File: src/rtl/stopwatch_pkg.sv
// Shared types and constants for the stopwatch tick counter: FSM encoding,
// BCD digit widths and per-digit wrap limits.
package stopwatch_pkg;

  localparam int unsigned DIGIT_W           = 4;
  localparam int unsigned NUM_DIGITS        = 5;
  localparam int unsigned TENTHS_MAX        = 9;
  localparam int unsigned SEC_ONES_MAX      = 9;
  localparam int unsigned SEC_TENS_MAX      = 5;
  localparam int unsigned MIN_ONES_MAX      = 9;
  localparam int unsigned MIN_TENS_MAX_DFLT = 5;

  typedef enum logic [1:0] {
    ST_IDLE   = 2'd0,
    ST_RUN    = 2'd1,
    ST_PAUSED = 2'd2
  } sw_state_e;

  // Digit 0 is tenths, digit 4 is minutes-tens.
  typedef logic [NUM_DIGITS-1:0][DIGIT_W-1:0] bcd_time_t;

  function automatic int unsigned digit_max(input int unsigned idx,
                                            input int unsigned min_tens_max);
    case (idx)
      0:       return TENTHS_MAX;
      1:       return SEC_ONES_MAX;
      2:       return SEC_TENS_MAX;
      3:       return MIN_ONES_MAX;
      default: return min_tens_max;
    endcase
  endfunction

endpackage

File: src/rtl/bcd_digit.sv
// One BCD counter digit with synchronous clear, wrapping at MAX and
// producing a carry when it wraps.
module bcd_digit
  import stopwatch_pkg::*;
#(
  parameter int unsigned MAX = 9
) (
  input  logic               clk,
  input  logic               rst,
  input  logic               clr,
  input  logic               inc,
  output logic [DIGIT_W-1:0] value,
  output logic               carry_out
);

  assign carry_out = inc && (value == DIGIT_W'(MAX));

  always_ff @(posedge clk or negedge rst) begin
    if (!rst) begin
      value <= '0;
    end else if (clr) begin
      value <= '0;
    end else if (inc) begin
      value <= carry_out ? '0 : value + DIGIT_W'(1);
    end
  end

endmodule

File: src/rtl/stopwatch_tick_counter.sv
// Stopwatch core: synchronises the toggling 10 Hz line, turns each edge into a
// tick and counts MM:SS.t in BCD under start/stop, clear and lap control.
module stopwatch_tick_counter
  import stopwatch_pkg::*;
#(
  parameter int unsigned SYNC_STAGES  = 2,
  parameter int unsigned MIN_TENS_MAX = MIN_TENS_MAX_DFLT
) (
  input  logic               clk,
  input  logic               rst,
  input  logic               tick_in,
  input  logic               start_stop,
  input  logic               clear,
  input  logic               lap,
  output logic [DIGIT_W-1:0] tenths,
  output logic [DIGIT_W-1:0] sec_ones,
  output logic [DIGIT_W-1:0] sec_tens,
  output logic [DIGIT_W-1:0] min_ones,
  output logic [DIGIT_W-1:0] min_tens,
  output logic               running,
  output logic               held,
  output logic               wrap_pulse
);

  logic [SYNC_STAGES-1:0] sync_q;
  logic                   hist_q;
  logic                   tick_c;

  sw_state_e state_q, state_nx;
  bcd_time_t live_q, live_nx;
  bcd_time_t hold_q, hold_nx;
  bcd_time_t disp_q, disp_nx;
  logic      held_nx, wrap_nx, running_nx;

  logic                  count_en_c;
  logic [NUM_DIGITS-1:0] inc_c;
  logic [NUM_DIGITS-1:0] carry_c;

  // Synchroniser chain plus edge history; either edge of tick_in is a tick.
  always_ff @(posedge clk or negedge rst) begin
    if (!rst) begin
      sync_q <= '0;
      hist_q <= 1'b0;
    end else begin
      sync_q <= {sync_q[SYNC_STAGES-2:0], tick_in};
      hist_q <= sync_q[SYNC_STAGES-1];
    end
  end

  assign tick_c     = sync_q[SYNC_STAGES-1] ^ hist_q;
  assign count_en_c = (state_q == ST_RUN) && tick_c && !clear;
  assign inc_c      = {carry_c[NUM_DIGITS-2:0], count_en_c};

  for (genvar gi = 0; gi < NUM_DIGITS; gi++) begin : g_digit
    bcd_digit #(
      .MAX(digit_max(gi, MIN_TENS_MAX))
    ) u_digit (
      .clk      (clk),
      .rst      (rst),
      .clr      (clear),
      .inc      (inc_c[gi]),
      .value    (live_q[gi]),
      .carry_out(carry_c[gi])
    );
  end

  // State, lap hold and display registers.
  always_ff @(posedge clk or negedge rst) begin
    if (!rst) begin
      state_q    <= ST_IDLE;
      hold_q     <= '0;
      disp_q     <= '0;
      held       <= 1'b0;
      running    <= 1'b0;
      wrap_pulse <= 1'b0;
    end else begin
      state_q    <= state_nx;
      hold_q     <= hold_nx;
      disp_q     <= disp_nx;
      held       <= held_nx;
      running    <= running_nx;
      wrap_pulse <= wrap_nx;
    end
  end

  // Next state, hold control and the registered display image.
  always_comb begin
    state_nx = state_q;
    hold_nx  = hold_q;
    held_nx  = held;
    wrap_nx  = 1'b0;
    live_nx  = live_q;

    if (clear) begin
      state_nx = ST_IDLE;
      hold_nx  = '0;
      held_nx  = 1'b0;
    end else begin
      if (start_stop) begin
        case (state_q)
          ST_IDLE:   state_nx = ST_RUN;
          ST_RUN:    state_nx = ST_PAUSED;
          ST_PAUSED: state_nx = ST_RUN;
          default:   state_nx = ST_IDLE;
        endcase
      end
      if (lap && (state_q != ST_IDLE)) begin
        if (held) begin
          held_nx = 1'b0;
        end else begin
          held_nx = 1'b1;
          hold_nx = live_q;
        end
      end
      wrap_nx = carry_c[NUM_DIGITS-1];
    end

    // Mirror of the digit chain's next value so the display stays registered.
    for (int i = 0; i < int'(NUM_DIGITS); i++) begin
      if (clear) begin
        live_nx[i] = '0;
      end else if (inc_c[i]) begin
        live_nx[i] = carry_c[i] ? '0 : live_q[i] + DIGIT_W'(1);
      end
    end

    disp_nx    = held_nx ? hold_nx : live_nx;
    running_nx = (state_nx == ST_RUN);
  end

  assign tenths   = disp_q[0];
  assign sec_ones = disp_q[1];
  assign sec_tens = disp_q[2];
  assign min_ones = disp_q[3];
  assign min_tens = disp_q[4];

endmodule

File: config.mk
export PLATFORM = sky130hd
export DESIGN_NAME = stopwatch_tick_counter
export DESIGN_NICKNAME = d
export VERILOG_FILES = /design/src/rtl/stopwatch_pkg.sv /design/src/rtl/bcd_digit.sv /design/src/rtl/stopwatch_tick_counter.sv
export SDC_FILE = /design/constraint.sdc
export NUM_CORES = 1
export LEC_CHECK = 0
export CAP_MARGIN = 20
export CORE_UTILIZATION = 30
export DETAILED_ROUTE_END_ITERATION = 7
export GPL_ROUTABILITY_DRIVEN = 0
export GPL_TIMING_DRIVEN = 0
export PLACE_DENSITY = 0.52
export SETUP_SLACK_MARGIN = 0.1
export SYNTH_ARGS = -nofsm -noshare
export SYNTH_HDL_FRONTEND = slang
export SYNTH_SLANG_ARGS = --single-unit
File: constraint.sdc
create_clock -name clk -period 1.8 [get_ports clk]
set_clock_uncertainty 0.15 [all_clocks]
set_input_delay 0.36 -clock clk [delete_from_list [all_inputs] [get_ports clk]]
set_output_delay 0.36 -clock clk [all_outputs]
set_load 0.05 [all_outputs]
==> flow_metrics.py <==
metrics = {
    "global_routing": {
        "overflow": 0,
        "grt_pass1_vias": 2366,
        "grt_first_pass_wirelength_microns": 12100,
        "grt_antenna_before_repair": 0,
        "grt_max_degree": 69,
        "grt.total_usage": 0.155,
    },
    "clock_tree": {
        "cts.sinks": 68,
        "numCtsBuffers": 9,
        "clk_pin_slew_ns": 0.07,
        "insertion_delay_ns": 0.34,
        "cts.htree.levels": 3,
        "clock-root-buffer": "clkbuf_8",
        "cts_max_path_buffers": 2,
        "tritoncts": "built",
    },
    "routing": {
        "wire_per_inst_microns": 15.3,
        "drt-total-wl_microns": 7700,
        "vias": 2362,
        "vias_per_cell": 4.69,
        "drt.antenna.violating_nets": 0,
        "first_pass_iters": 4,
        "drc": 0,
        "drt-initial-drc-count": 78,
    },
    "job": {
        "max_cap_violations": 0,
    },
    "timing": {
        "hold_viol": 28,
        "worst_slack_ns": -0.260,
        "tightest_slew_ns": 0.862,
        "period_share": 1.14,
        "whs_ns": -0.0121,
        "slew_viol_final": 0,
        "tns_ns": -5.39,
        "max_slew_margin": 0.425,
        "clock.fmax_ghz": 0.486,
        "final.min_clock_period_ns": 2.06,
        "rsz0062_at_grt": "true",
        "setup_viol": 35,
    },
    "setup_path": {
        "start_kind": "flop",
        "worst_setup_path_end_kind": "flop",
        "path_cells": "inv_1 -> ha_2 -> and3b_1 -> buf_6 -> nand4_1 -> or3_4 -> a21oi_2 -> mux2_4",
        "setup.worst_path.class": "flop to flop",
        "arrival_ns": 2.19,
        "max_stage_delay_ns": 0.41,
        "rr_startpoint": "g_digit[1].u_digit.value[1]$_DFF_PN0_",
        "reg2reg_to": "sec_tens[0]$_DFF_PN0_",
        "critPathMaxFanout": 6,
        "r2r_setup_slack_ns": -0.26,
        "cp_slowest_cell": "or3_4",
        "critPathRequiredTime_ns": 1.93,
        "reg2reg_depth": 8,
    },
    "synth": {
        "ys_warn_count": 0,
        "yosysSeqAreaShare": 0.556,
        "synth_area_sq_mm": 0.00306,
        "synth_cell_types": 41,
        "ys_ff_latch": 68,
        "syn_avg_cell_area_sq_um": 10.5,
        "netlist_instances": 292,
        "async_flop_share": 1.00,
        "yosys_most_used_dff": "dfrtp_1",
        "synth_nets": 308,
        "synth_edf_count": 0,
    },
    "power": {
        "p_leak_nw": 2.00,
        "vdd_drop_max_mv": 0.369,
        "power_density_mw_per_mm2": 747,
    },
    "die": {
        "dieWidth_microns": 103,
        "die_h_microns": 103,
        "core_sq_mm": 0.00982,
        "fp.dieArea_sq_mm": 0.0106,
        "initial_core_util": 0.311,
        "fp-row-count": 36,
        "pin_count": 29,
    },
    "cells_and_area": {
        "drive_above_1_share": 0.396,
        "diodes": 0,
        "stdcell_count": 504,
        "syn_to_final_growth_pct": 46.5,
        "fill_cells": 943,
        "fin_nets": 382,
        "final_cell_mix": "65 x dfrtp_1, 42 x nand2_1, 24 x buf_4",
        "layout_commonest_cell": "dfrtp_1",
    },
    "worst_hold_path": {
        "min_path_type": "primary input to asynchronous set/reset pin",
    },
    "placed_design": {
        "place_hpwl_microns": 4640,
        "port-buffer-count": 28,
        "placed_cells": 453,
    },
    "run_status": {
        "outcome": "complete, but fails checks",
        "violations": "negative hold slack, negative setup slack",
    },
}
## worst max path at each step
stage	start	end	cells past startpoint
5_1_grt	g_digit[1].u_digit.value[1]$_DFF_PN0_	sec_tens[2]$_DFF_PN0_	9
2_1_floorplan	g_digit[0].u_digit.value[1]$_DFF_PN0_	min_ones[1]$_DFF_PN0_	8
3_5_place_dp	lap	min_ones[0]$_DFF_PN0_	7
4_1_cts	g_digit[1].u_digit.value[1]$_DFF_PN0_	sec_tens[1]$_DFF_PN0_	8
3_3_place_gp	rst	held$_DFF_PN0_	1
6_report	g_digit[1].u_digit.value[1]$_DFF_PN0_	sec_tens[0]$_DFF_PN0_	8
## flip-flops by register name (all words and copies together), names as in the netlist
signal / cells
hist_q: 1
sync_q: 2
sec_ones: 4
g_digit.u_digit.value: 20
min_tens: 4
state_q: 2
wrap_pulse: 1
running: 1
hold_q: 20
held: 1
tenths: 4
min_ones: 4
sec_tens: 4
## metal layers
| metal | wire length (microns) | GRT usage |
|---|---|---|
| met1 | 3700 | 0.210 |
| met2 | 3740 | 0.252 |
| met3 | 145 | 0.0210 |
| met4 | 119 | 0.0650 |
| met5 | 0 | 0 |
## kinds of logic after synthesis
family	Yosys count	synth area share
compound gates	61	0.126
buf+inv	20	0.0286
flops	68	0.556
xor+xnor	2	0.00819
mux	15	0.0516
fa+ha+maj	10	0.0409
simple gates	116	0.188
## cell usage after synthesis, types with 4 or more instances
| cell | n | share of area |
|---|---|---|
| dfrtp_1 | 68 | 0.56 |
| clkbuf_1 | 7 | 0.0086 |
| inv_1 | 7 | 0.0086 |
| a22o_1 | 6 | 0.017 |
| mux2i_1 | 9 | 0.029 |
| buf_2 | 4 | 0.0065 |
| o21ai_0 | 11 | 0.018 |
| a21oi_1 | 28 | 0.046 |
| ha_1 | 10 | 0.041 |
| and3b_1 | 4 | 0.011 |
| nor3_1 | 4 | 0.0065 |
| nand2b_1 | 5 | 0.010 |
| nand3_1 | 7 | 0.011 |
| nor2_1 | 25 | 0.031 |
| o2bb2ai_1 | 5 | 0.014 |
| mux2_2 | 6 | 0.022 |
| nand2_1 | 46 | 0.056 |
| nor2b_1 | 6 | 0.012 |
## stage by stage
| step | power (W) | utilization | setup slack, ns | hold slack [ns] | cell area [sq um] |
|---|---|---|---|---|---|
| after global routing | 0.00347 | 0.456 | -0.358 | 0.0721 | 4480 |
| after floorplan | 0.00176 | - | -0.142 | -0.0856 | 3100 |
| after global placement | 0.00190 | 0.361 | -2.43 | 0.201 | 3540 |
| after detailed placement | 0.00190 | 0.361 | -0.901 | 0.189 | 3540 |
| final | 0.00335 | 0.456 | -0.260 | -0.0121 | 4480 |
| after CTS | 0.00332 | 0.418 | -0.271 | 0.0270 | 4100 |
## critical path, delay by kind of cell, from the launching register on
family          cells  cell delay, ns
compound gates      1            0.15
fa+ha+maj           1            0.17
buf+inv             2            0.18
flops               1            0.39
mux                 1            0.16
simple gates        3            0.81
## layout make-up
type	count	area, sq um	area share
Tap cell	133	166	0.0372
Clock buffer	12	145	0.0324
Sequential cell	68	1710	0.381
Inverter	7	26.3	0.00587
Multi-Input combinational cell	204	1670	0.372
Buffer	13	124	0.0277
Timing Repair Buffer	63	572	0.128
Clock inverter	4	72.6	0.0162
## power by group
part / leakage (nW) / total [W] / internal, W / switching, W
sequential: 0.934 / 0.00157 / 0.00155 / 0.0000154
combinational: 0.959 / 0.000411 / 0.000145 / 0.000266
clock: 0.107 / 0.00137 / 0.000817 / 0.000553
## what timing repair did
item                                    CTS  global route
pin swaps                                25            25
hold buffers                              0             0
cloned                                    0             1
resized for setup                       102            74
endpoints found under the setup margin   84            61
setup buffers                            18            17
Power figures use the tool's default switching activity.
